### config.mk
export PLATFORM = sky130hd
export DESIGN_NAME = enigma_rotor_fwd_flat
export DESIGN_NICKNAME = d
export VERILOG_FILES = /design/src/rtl/enigma_pkg.sv /design/src/rtl/enigma_rotor_fwd_if.sv /design/src/rtl/enigma_rotor_map.sv /design/src/rtl/enigma_rotor_fwd.sv /design/src/flat_wrapper.sv
export SDC_FILE = /design/constraint.sdc
export NUM_CORES = 1
export LEC_CHECK = 0
export ABC_AREA = 0
export ABC_CLOCK_PERIOD_IN_PS = 6250
export CAP_MARGIN = 5
export CORE_ASPECT_RATIO = 0.75
export CORE_MARGIN = 5
export CORE_UTILIZATION = 59
export DETAILED_ROUTE_END_ITERATION = 6
export GPL_ROUTABILITY_DRIVEN = 0
export PLACE_DENSITY_LB_ADDON = 0.1
export SYNTH_ARGS = -nofsm -noshare
export SYNTH_HDL_FRONTEND = slang
export SYNTH_SLANG_ARGS = --single-unit
### constraint.sdc
create_clock -name clk -period 6.25 [get_ports clk]
set_clock_uncertainty 0.2 [all_clocks]
set_input_delay 0.625 -clock clk [delete_from_list [all_inputs] [get_ports clk]]
set_output_delay 0.625 -clock clk [all_outputs]
set_load 0.05 [all_outputs]
### src/rtl/enigma_pkg.sv
// Shared Enigma definitions: letter type, rotor wirings and their inverses,
// mod-26 helpers and the rotor-stage FSM encoding.
package enigma_pkg;

   localparam int unsigned LETTERS = 26;

   typedef logic [4:0] letter_t;

   typedef enum logic [1:0] {
      ST_IDLE = 2'd0,
      ST_R1   = 2'd1,
      ST_R2   = 2'd2,
      ST_OUT  = 2'd3
   } state_t;

   localparam letter_t LETTER_LIMIT = 5'd26;

   localparam letter_t W1 [LETTERS] = '{
      5'd9,  5'd6,  5'd3,  5'd16, 5'd14, 5'd23, 5'd20, 5'd18, 5'd2,  5'd0,
      5'd12, 5'd8,  5'd5,  5'd17, 5'd21, 5'd19, 5'd15, 5'd13, 5'd4,  5'd22,
      5'd10, 5'd1,  5'd11, 5'd25, 5'd24, 5'd7
   };

   localparam letter_t W2 [LETTERS] = '{
      5'd13, 5'd19, 5'd25, 5'd15, 5'd18, 5'd5,  5'd1,  5'd14, 5'd10, 5'd12,
      5'd22, 5'd17, 5'd2,  5'd9,  5'd3,  5'd8,  5'd21, 5'd11, 5'd0,  5'd4,
      5'd24, 5'd20, 5'd23, 5'd7,  5'd6,  5'd16
   };

   // Inverse wirings, used by the reverse (reflector-to-lampboard) stage.
   localparam letter_t W1_INV [LETTERS] = '{
      5'd9,  5'd21, 5'd8,  5'd2,  5'd18, 5'd12, 5'd1,  5'd25, 5'd11, 5'd0,
      5'd20, 5'd22, 5'd10, 5'd17, 5'd4,  5'd16, 5'd3,  5'd13, 5'd7,  5'd15,
      5'd6,  5'd14, 5'd19, 5'd5,  5'd24, 5'd23
   };

   localparam letter_t W2_INV [LETTERS] = '{
      5'd18, 5'd6,  5'd12, 5'd14, 5'd19, 5'd5,  5'd24, 5'd23, 5'd15, 5'd13,
      5'd8,  5'd17, 5'd9,  5'd0,  5'd7,  5'd3,  5'd25, 5'd11, 5'd4,  5'd1,
      5'd21, 5'd16, 5'd10, 5'd22, 5'd20, 5'd2
   };

   // True when the value encodes a real letter A..Z.
   function automatic logic is_letter(input letter_t l);
      return (l < LETTER_LIMIT);
   endfunction

   // (a + b) mod 26 for a, b in 0..25: 6-bit sum, one conditional subtract.
   function automatic letter_t add26(input letter_t a, input letter_t b);
      logic [5:0] s;
      s = {1'b0, a} + {1'b0, b};
      if (s >= 6'd26) begin
         s = s - 6'd26;
      end else begin
         s = s;
      end
      return s[4:0];
   endfunction

   // (a - b) mod 26 for a, b in 0..25: 6-bit difference, one conditional add.
   function automatic letter_t sub26(input letter_t a, input letter_t b);
      logic [5:0] d;
      d = {1'b0, a} - {1'b0, b};
      if (d[5]) begin
         d = d + 6'd26;
      end else begin
         d = d;
      end
      return d[4:0];
   endfunction

   // Fold a raw 5-bit position (0..31) into 0..25.
   function automatic letter_t reduce26(input letter_t v);
      letter_t r;
      if (v >= LETTER_LIMIT) begin
         r = v - LETTER_LIMIT;
      end else begin
         r = v;
      end
      return r;
   endfunction

endpackage

### src/rtl/enigma_rotor_fwd_if.sv
// Handshake and position bus of the forward rotor stage.
interface enigma_rotor_fwd_if;
   import enigma_pkg::*;

   logic    load;
   letter_t load_pos1;
   letter_t load_pos2;
   logic    in_valid;
   logic    in_ready;
   letter_t in_letter;
   logic    out_valid;
   logic    out_ready;
   letter_t out_letter;
   logic    out_err;
   letter_t pos1;
   letter_t pos2;

   modport master (
      output load, load_pos1, load_pos2, in_valid, in_letter, out_ready,
      input  in_ready, out_valid, out_letter, out_err, pos1, pos2
   );

   modport slave (
      input  load, load_pos1, load_pos2, in_valid, in_letter, out_ready,
      output in_ready, out_valid, out_letter, out_err, pos1, pos2
   );

endinterface

### src/rtl/enigma_rotor_map.sv
// Combinational forward map through one rotor: out = W[(in + pos) mod 26] - pos.
// Non-letters (>= 26) pass through untouched so they reach the output as-is.
module enigma_rotor_map
   import enigma_pkg::*;
#(
   parameter int unsigned ROTOR_SEL = 1
) (
   input  letter_t i_letter,
   input  letter_t i_pos,
   output letter_t o_letter
);

   letter_t w_idx;
   letter_t w_wired;

   // Look up the wiring at the rotated contact and rotate back.
   always_comb begin
      w_idx   = 5'd0;
      w_wired = 5'd0;
      if (is_letter(i_letter)) begin
         w_idx = add26(i_letter, i_pos);
      end else begin
         w_idx = 5'd0;
      end
      case (ROTOR_SEL)
         32'd2:   w_wired = W2[w_idx];
         default: w_wired = W1[w_idx];
      endcase
      if (is_letter(i_letter)) begin
         o_letter = sub26(w_wired, i_pos);
      end else begin
         o_letter = i_letter;
      end
   end

endmodule

### src/rtl/enigma_rotor_fwd.sv
// Forward rotor path: steps the rotors per accepted letter, then encodes it
// through rotor 1 and rotor 2 over a fixed IDLE/R1/R2/OUT sequence.
module enigma_rotor_fwd
   import enigma_pkg::*;
#(
   parameter letter_t ROT1_INIT = 5'd3,
   parameter letter_t ROT2_INIT = 5'd7
) (
   input  logic            clk,
   input  logic            rst,
   enigma_rotor_fwd_if.slave bus
);

   state_t  r_state;
   state_t  w_next_state;

   letter_t r_pos1;
   letter_t r_pos2;
   letter_t r_letter;
   letter_t r_stage;
   letter_t r_out_letter;
   logic    r_out_err;
   logic    r_out_valid;
   logic    r_err;

   logic    w_in_ready;
   logic    w_accept;
   logic    w_load_en;
   logic    w_step;
   letter_t w_rot1_out;
   letter_t w_rot2_out;

   // Rotor 1 sees the already-stepped pos1, since stepping happens on the accept edge.
   enigma_rotor_map #(.ROTOR_SEL(1)) u_rotor1 (
      .i_letter (r_letter),
      .i_pos    (r_pos1),
      .o_letter (w_rot1_out)
   );

   enigma_rotor_map #(.ROTOR_SEL(2)) u_rotor2 (
      .i_letter (r_stage),
      .i_pos    (r_pos2),
      .o_letter (w_rot2_out)
   );

   // FSM state register.
   always_ff @(posedge clk or posedge rst) begin
      if (rst) begin
         r_state <= ST_IDLE;
      end else begin
         r_state <= w_next_state;
      end
   end

   // FSM next-state logic.
   always_comb begin
      w_next_state = r_state;
      case (r_state)
         ST_IDLE: begin
            if (w_accept) begin
               w_next_state = ST_R1;
            end else begin
               w_next_state = ST_IDLE;
            end
         end
         ST_R1:   w_next_state = ST_R2;
         ST_R2:   w_next_state = ST_OUT;
         ST_OUT: begin
            if (bus.out_ready) begin
               w_next_state = ST_IDLE;
            end else begin
               w_next_state = ST_OUT;
            end
         end
         default: w_next_state = ST_IDLE;
      endcase
   end

   // FSM outputs: load has priority over a letter, and both only count in IDLE.
   always_comb begin
      w_load_en  = 1'b0;
      w_in_ready = 1'b0;
      case (r_state)
         ST_IDLE: begin
            w_load_en  = bus.load;
            w_in_ready = ~bus.load;
         end
         default: begin
            w_load_en  = 1'b0;
            w_in_ready = 1'b0;
         end
      endcase
      w_accept = w_in_ready & bus.in_valid;
      w_step   = w_accept & is_letter(bus.in_letter);
   end

   // Rotor positions: load, or step with carry from rotor 1 into rotor 2.
   always_ff @(posedge clk or posedge rst) begin
      if (rst) begin
         r_pos1 <= ROT1_INIT;
         r_pos2 <= ROT2_INIT;
      end else if (w_load_en) begin
         r_pos1 <= reduce26(bus.load_pos1);
         r_pos2 <= reduce26(bus.load_pos2);
      end else if (w_step) begin
         r_pos1 <= add26(r_pos1, 5'd1);
         if (r_pos1 == 5'd25) begin
            r_pos2 <= add26(r_pos2, 5'd1);
         end else begin
            r_pos2 <= r_pos2;
         end
      end else begin
         r_pos1 <= r_pos1;
         r_pos2 <= r_pos2;
      end
   end

   // Letter pipeline: capture, rotor 1 stage, registered result and its handshake.
   always_ff @(posedge clk or posedge rst) begin
      if (rst) begin
         r_letter     <= 5'd0;
         r_err        <= 1'b0;
         r_stage      <= 5'd0;
         r_out_letter <= 5'd0;
         r_out_err    <= 1'b0;
         r_out_valid  <= 1'b0;
      end else begin
         case (r_state)
            ST_IDLE: begin
               if (w_accept) begin
                  r_letter <= bus.in_letter;
                  r_err    <= ~is_letter(bus.in_letter);
               end else begin
                  r_letter <= r_letter;
                  r_err    <= r_err;
               end
            end
            ST_R1: begin
               r_stage <= w_rot1_out;
            end
            ST_R2: begin
               r_out_letter <= w_rot2_out;
               r_out_err    <= r_err;
               r_out_valid  <= 1'b1;
            end
            ST_OUT: begin
               if (bus.out_ready) begin
                  r_out_valid <= 1'b0;
               end else begin
                  r_out_valid <= 1'b1;
               end
            end
            default: begin
               r_out_valid <= 1'b0;
            end
         endcase
      end
   end

   assign bus.in_ready   = w_in_ready;
   assign bus.out_valid  = r_out_valid;
   assign bus.out_letter = r_out_letter;
   assign bus.out_err    = r_out_err;
   assign bus.pos1       = r_pos1;
   assign bus.pos2       = r_pos2;

endmodule

### src/flat_wrapper.sv
// flat-port wrapper written by rule: the top's interface ports become plain ports
module enigma_rotor_fwd_flat import enigma_pkg::*;
#(
   parameter letter_t ROT1_INIT = 5'd3,
   parameter letter_t ROT2_INIT = 5'd7
)
  (clk, rst, bus_load, bus_load_pos1, bus_load_pos2, bus_in_valid, bus_in_letter, bus_out_ready, bus_in_ready, bus_out_valid, bus_out_letter, bus_out_err, bus_pos1, bus_pos2);
  enigma_rotor_fwd_if bus_i ();
  input  logic clk;
  input  logic rst;
  input wire logic [$bits(bus_i.load)-1:0] bus_load;
  input wire logic [$bits(bus_i.load_pos1)-1:0] bus_load_pos1;
  input wire logic [$bits(bus_i.load_pos2)-1:0] bus_load_pos2;
  input wire logic [$bits(bus_i.in_valid)-1:0] bus_in_valid;
  input wire logic [$bits(bus_i.in_letter)-1:0] bus_in_letter;
  input wire logic [$bits(bus_i.out_ready)-1:0] bus_out_ready;
  output wire logic [$bits(bus_i.in_ready)-1:0] bus_in_ready;
  output wire logic [$bits(bus_i.out_valid)-1:0] bus_out_valid;
  output wire logic [$bits(bus_i.out_letter)-1:0] bus_out_letter;
  output wire logic [$bits(bus_i.out_err)-1:0] bus_out_err;
  output wire logic [$bits(bus_i.pos1)-1:0] bus_pos1;
  output wire logic [$bits(bus_i.pos2)-1:0] bus_pos2;
  assign bus_i.load = bus_load;
  assign bus_i.load_pos1 = bus_load_pos1;
  assign bus_i.load_pos2 = bus_load_pos2;
  assign bus_i.in_valid = bus_in_valid;
  assign bus_i.in_letter = bus_in_letter;
  assign bus_i.out_ready = bus_out_ready;
  assign bus_in_ready = bus_i.in_ready;
  assign bus_out_valid = bus_i.out_valid;
  assign bus_out_letter = bus_i.out_letter;
  assign bus_out_err = bus_i.out_err;
  assign bus_pos1 = bus_i.pos1;
  assign bus_pos2 = bus_i.pos2;
  enigma_rotor_fwd #(.ROT1_INIT(ROT1_INIT), .ROT2_INIT(ROT2_INIT)) u_core (.clk(clk), .rst(rst), .bus(bus_i));
endmodule
* Word level (Yosys, flattened, before mapping)
Memories as Yosys holds them, arrays and structs flattened.
Index checks and enable logic that the tools add are counted.
** Cells by class
- Add/sub/neg operators :: 14
- Order comparisons :: 11
- Eq/ne operators :: 4
- Mux-type cells :: 28
- Bitwise gates (word level) :: 6
- Reductions and logical operators :: 6
** Operator list (count)
- 5-bit 2-to-1 mux :: 21
- 5-bit subtractor (second input constant) :: 6
- 6-bit by 5-bit >= comparator with 1-bit output (second input constant) :: 4
- 5-bit < comparator (second input constant) :: 3
- 5-bit by 1-bit adder with 6-bit output (second input constant) :: 2
- 5-bit by 5-bit adder with 6-bit output :: 2
- 6-bit >= comparator (second input constant) :: 2
- 5-bit inverter with 6-bit output :: 2
- 5-bit by 5-bit subtractor with 6-bit output :: 2
- 5-bit adder (second input constant) :: 2
- 5-bit >= comparator (second input constant) :: 2
- 2-bit one-hot mux with 4 select lines :: 1
- 2-bit nonzero test :: 3
- 5-bit == test (second input constant) :: 1
- 2-bit == test (second input constant) :: 2
- 1-bit 2-to-1 mux :: 4
- 2-bit AND reduction :: 2
- 1-bit AND :: 2
- 2-bit by 1-bit == test with 1-bit output (second input constant) :: 1
- 2-bit zero test :: 1
- 2-bit 2-to-1 mux :: 1
- 1-bit inverter :: 2
- 1-bit one-hot mux with 2 select lines :: 1
** Storage, ports and cells
- Flip-flop bits (word level) :: 30
- Memory bits (read-only) :: 320
- Output and inout bits :: 18
- Memories kept :: 2
** Memories
- (name not given) :: depth 32, bits a word 5, read ports 1, clocked after memory_dff 0, write ports 0, RTL line enigma_rotor_map.sv:27 : default: w_wired = W1[w_idx];
- (name not given) :: depth 32, bits a word 5, read ports 1, clocked after memory_dff 0, write ports 0, RTL line enigma_rotor_map.sv:26 : 32'd2: w_wired = W2[w_idx];

* Longest topological paths before layout
- Word-level depth :: 12
- Mapped depth :: 22
- Gate-level depth less buffers :: 22

* Modules after synthesis
From an unflattened synthesis, not the netlist that was laid out.
** Second synthesis, totals
- Cells, all modules :: 490
- Area, all modules :: 4013.8 sq um
** Modules (own cells, without submodules)
- enigma_rotor_fwd :: instances 1, cells an instance 226, area each 1998.2 sq um, sequential area each 757.0 sq um
- enigma_rotor_map (u_core.u_rotor2) :: instances 1, cells an instance 143, area each 1036.0 sq um, sequential area each 0.0 sq um
- enigma_rotor_map (u_core.u_rotor1) :: instances 1, cells an instance 121, area each 979.7 sq um, sequential area each 0.0 sq um

* Worst setup path after synthesis
No wires, ideal clock.
- Kind :: reg-to-reg
- Start point :: register u_core.r_pos2[0], in the netlist u_core.bus.pos2[0]
- End point :: register u_core.r_out_letter[2], in the netlist u_core.bus.out_letter[2]
- Data arrival time :: 4.829 ns
- Required time :: 5.912 ns
- Slack :: 1.082 ns
- Cell stages (with the launch flop) :: 22
- Path buffers :: 0
- Clock period less this slack :: 5.168 ns
- Cell sequence :: dfstp_2 -> ha_1 -> fa_1 -> a21o_1 -> nor2_1 -> o21a_1 -> nor4b_4 -> nor2_1 -> a31oi_1 -> nand2_1 -> ha_1 -> nand2b_1 -> o221ai_1 -> a2bb2oi_1 -> ha_1 -> a21o_1 -> a21o_1 -> a21o_1 -> a21o_1 -> mux2_2 -> a32oi_1 -> a21oi_1
** On the way
- Word-level cells in the longest chain between the ends :: 12
- Elaborated cells on any way between the ends :: 13
- Those cells by class :: add/sub (4); order compare (1); mux (6); bitwise (1); memory (1)
** Ends and longest elaborated chain
- start, declared :: RTL line enigma_rotor_fwd.sv:18 : letter_t r_pos2;
- start signal, assigned :: RTL line enigma_rotor_fwd.sv:104 : r_pos2 <= reduce26(bus.load_pos2);
- start signal, assigned :: RTL line enigma_rotor_fwd.sv:108 : r_pos2 <= add26(r_pos2, 5'd1);
- start signal, assigned :: RTL line enigma_rotor_fwd.sv:110 : r_pos2 <= r_pos2;
- 5-bit by 5-bit adder with 6-bit output :: RTL line enigma_pkg.sv:51 : s = {1'b0, a} + {1'b0, b};
- 5-bit subtractor or 6-bit by 5-bit >= comparator with 1-bit output (tied branches) :: RTL line enigma_pkg.sv:53, enigma_pkg.sv:52
- 5-bit 2-to-1 mux :: RTL line enigma_pkg.sv:52 : if (s >= 6'd26) begin
- 5-bit 2-to-1 mux :: RTL line enigma_rotor_map.sv:20 : if (is_letter(i_letter)) begin
- 5-bit inverter with 6-bit output
- memory 32 x 5 bit
- 5-bit 2-to-1 mux (implied by the code) (2 in a row) :: RTL line enigma_rotor_map.sv:26
- 5-bit by 5-bit subtractor with 6-bit output * :: RTL line enigma_pkg.sv:63 : d = {1'b0, a} - {1'b0, b};
- 5-bit adder :: RTL line enigma_pkg.sv:65 : d = d + 6'd26;
- 5-bit 2-to-1 mux * :: RTL line enigma_pkg.sv:64 : if (d[5]) begin
- 5-bit 2-to-1 mux * :: RTL line enigma_rotor_map.sv:29 : if (is_letter(i_letter)) begin
- end signal, assigned :: RTL line enigma_rotor_fwd.sv:142 : r_out_letter <= w_rot2_out;
- end, declared :: RTL line enigma_rotor_fwd.sv:21 : letter_t r_out_letter;
Mark *: on every way between the ends. The rest lies on a longest branch, timed or not. The select of a mux whose other input is x is not followed.
A chain may end at the register's enable or synchronous reset.

* Worst setup path after layout
- Start point :: register u_core.r_pos2[2], in the netlist u_core.bus.pos2[2]
- End point :: register u_core.r_out_letter[2], in the netlist u_core.bus.out_letter[2]
Same word-level chain as after synthesis.

==> flow_metrics.py <==
metrics = {
    "run_status": {
        "outcome": "completed",
    },
    "global_routing": {
        "grt_first_pass_wirelength_mm": 16.04,
        "track_usage_pct": 24.09,
        "grt_remaining_overflow": 0,
        "grt_pass1_vias": 3335,
        "grt_start_max_net_pins": 29,
        "antenna_found_initial": 0,
    },
    "placement": {
        "numPortBuffers": 37,
        "hpwlAfterDp_mm": 7.226,
    },
    "sta": {
        "finalSetupViolCount": 0,
        "min_period_ns": 5.589,
        "fmax_ghz": 0.1789,
        "worstMarginPinSlew_ns": 0.8241,
        "hold_violations": 0,
        "min_period_over_period_pct": 89.42,
        "tns_ns": 0,
        "drv_slew": 0,
        "rsz0062_at_grt": "false",
        "relSlewSlack_pct": 44.82,
    },
    "detailed_routing": {
        "routedWlPerCell_um": 16.23,
        "num_vias": 3523,
        "wl_mm": 9.237,
        "drt_iter0_markers": 186,
        "ant_nets": 0,
        "firstDrtPassIters": 5,
        "drc_errors": 0,
        "vias_per_cell": 6.192,
    },
    "logic_synthesis": {
        "synthTopCellsByArea": "dfrtp_1, ha_1, nor2_1",
        "yosys-top-cells-count": "nor2_1, ha_1, inv_1",
        "synth_area_um2": 3747,
        "synth_warnings": 0,
        "syn_avg_cell_area_um2": 8.254,
        "synth_top_flop_cell": "dfrtp_1",
        "ys_seq_area_share_pct": 20.20,
        "synth_edf_count": 0,
        "syn_nets": 522,
        "ys_ff_latch": 30,
        "synthCells": 454,
        "synth_most_common_cell": "nor2_1",
        "synth_cell_types": 70,
        "async_reset_ff_share_pct": 100.0,
        "synth.largest_area_cell": "dfrtp_1",
        "yosysTopAreaCellShare_pct": 16.69,
    },
    "clocking": {
        "post_cts_buffers": 0,
        "cts_resized": 0,
        "cts_tree": "yes",
        "clockRootBuffer": "clkbuf_8",
        "cts_hold_buf": 0,
        "cts_buffer_depth": 2,
        "insertion_delay_ns": 0.28,
        "htree_levels": 2,
        "clkSinkCount": 30,
        "cts.clk_slew.worst_paths_ns": 0.07,
        "cts_inserted_buffers": 5,
    },
    "worst_setup_path": {
        "crit_required_ns": 6.18,
        "r2r_start": "u_core.bus.pos2[2]",
        "path_buf_inv": 0,
        "crit_path_end": "u_core.bus.out_letter[2]",
        "crit_path_end_kind": "register",
        "ff2ff_setup_slack_ns": 0.66,
        "r2r-end": "u_core.bus.out_letter[2]",
        "crit_cells": 20,
        "cp_data_arrival_time_ns": 5.52,
        "crit_path_top_delay_cell": "dfstp_2",
        "path_cells": "ha_1 -> a21oi_4 -> nand2_1 -> a31oi_1 -> nor4b_4 -> nor2_1 -> a31oi_1 -> nand2_1 -> ha_1 -> nand2b_1 -> o221ai_1 -> a2bb2oi_1 -> ha_1 -> a21o_1 -> a21o_1 -> a21o_1 -> a21o_1 -> mux2_2 -> a32oi_1 -> a21oi_1",
        "crit_path_start_kind": "register",
        "cp-startpoint": "u_core.bus.pos2[2]",
        "cp_top_family": "compound AO/OA/AOI/OAI gates",
        "crit_type": "reg2reg",
        "slowest_delay_ns": 0.61,
        "cpMostUsedCell": "a21o_1",
        "path_max_fanout": 10,
        "r2r_cells": 20,
    },
    "cells_and_area": {
        "fin_nets": 555,
        "antenna_cells": 0,
        "area_growth_pct": 14.06,
        "drive_gt1_share_pct": 9.221,
        "num-fill-cells": 547,
    },
    "die": {
        "initial_core_util_pct": 60.20,
        "fp.dieArea_um2": 8062,
        "core_um2": 6225,
        "pin_count": 38,
        "dieHeight_um": 79.02,
        "num_rows": 25,
        "die_x_um": 102.0,
    },
    "min_path": {
        "hold_class": "reg2reg",
    },
    "flow_run": {
        "maxCapViolCount": 0,
    },
}
-- logic make-up after synthesis --
logic type,Yosys count,synth area share (%)
AO/OA/AOI/OAI,147,27.65
AND/OR/NAND/NOR,135,18.70
buffers and inverters,48,4.875
adder cells (fa/ha/maj),48,16.83
flip-flops,30,20.20
XOR/XNOR,27,6.311
multiplexers,19,5.443
-- cells in the final DEF (no fill, tap or decap), types with 3 or more instances in the layout --
master	n
fa_1	4
nand2_1	33
xnor2_1	19
and3_1	4
mux2i_1	8
a211oi_1	10
clkdlybuf4s50_1	37
o21ai_0	23
clkbuf_8	6
nor2b_1	4
ha_1	44
and2_1	6
dfstp_2	5
a31oi_1	16
inv_1	34
a21o_1	15
o211a_1	3
nand2b_1	4
o22ai_1	3
nand3_1	4
a21oi_1	28
dfrtp_1	25
nor2_1	45
mux2_2	11
nor3_1	12
o221ai_1	5
o21a_1	4
or3_1	3
xor2_1	8
o211ai_1	8
a31o_2	3
-- registers in the layout, indices dropped and copies added, names as in the netlist --
name	count
u_core.bus.out_err	1
u_core.bus.out_letter	5
u_core.bus.out_valid	1
u_core.bus.pos1	5
u_core.bus.pos2	5
u_core.r_err	1
u_core.r_letter	5
u_core.r_stage	5
u_core.r_state	2
-- routing by layer --
metal | vias to the layer above | track usage, % | part of all wire, %
li1 | 1737 | - | -
met1 | 1661 | 36.14 | 49
met2 | 118 | 37.87 | 44
met3 | 7 | 3.336 | 6.7
met4 | 0 | 2.621 | 0.35
met5 | - | 0 | 0
-- cell type report --
cell class	instances	area, um^2	share of cell area [%]
clock inverter	1	5.005	0.1171
clock buffer	7	86.33	2.020
timing repair buffer	39	385.4	9.016
tap	81	101.3	2.371
sequential	30	757.0	17.71
multi-input combinational	376	2808	65.69
inverter	35	131.4	3.074
-- through the flow --
| step | instance area [um^2] | setup slack, ns | hold WS [ns] | util (%) | instances |
|---|---|---|---|---|---|
| after floorplan | 3747 | 1.082 | 0.2586 | - | 454 |
| after global placement | 4183 | 0.9204 | 0.2760 | 67.20 | 561 |
| after detailed placement | 4183 | 0.7671 | 0.2747 | 67.20 | 561 |
| after CTS | 4274 | 0.7292 | 0.2888 | 68.66 | 569 |
| after global routing | 4274 | 0.3279 | 0.3177 | 68.66 | 569 |
| final | 4274 | 0.6611 | 0.2921 | 68.66 | 569 |
-- how the worst min path moves through the flow --
stage / from / end / slack [ns] / cells past startpoint
after floorplan: u_core.r_err / u_core.r_err / 0.26 / 1
after global placement: u_core.r_err / u_core.r_err / 0.28 / 1
after detailed placement: u_core.r_err / u_core.r_err / 0.27 / 1
after CTS: u_core.r_err / u_core.r_err / 0.29 / 1
after global routing: rst / u_core.bus.pos1[3] / 0.32 / 2
final: u_core.r_err / u_core.r_err / 0.29 / 1
-- worst reg2reg max path: stages, from the launching register on --
cell       delay, ns
dfstp_2         0.61
ha_1            0.32
a21oi_4         0.22
nand2_1         0.10
a31oi_1         0.26
nor4b_4         0.54
nor2_1          0.09
a31oi_1         0.21
nand2_1         0.15
ha_1            0.38
nand2b_1        0.17
o221ai_1        0.21
a2bb2oi_1       0.33
ha_1            0.31
a21o_1          0.18
a21o_1          0.19
a21o_1          0.19
a21o_1          0.24
mux2_2          0.29
a32oi_1         0.17
a21oi_1         0.09
Power is left out: the tool's default activity adds up to more than one toggle a clock period on the data nets, which glitch-free logic cannot reach.
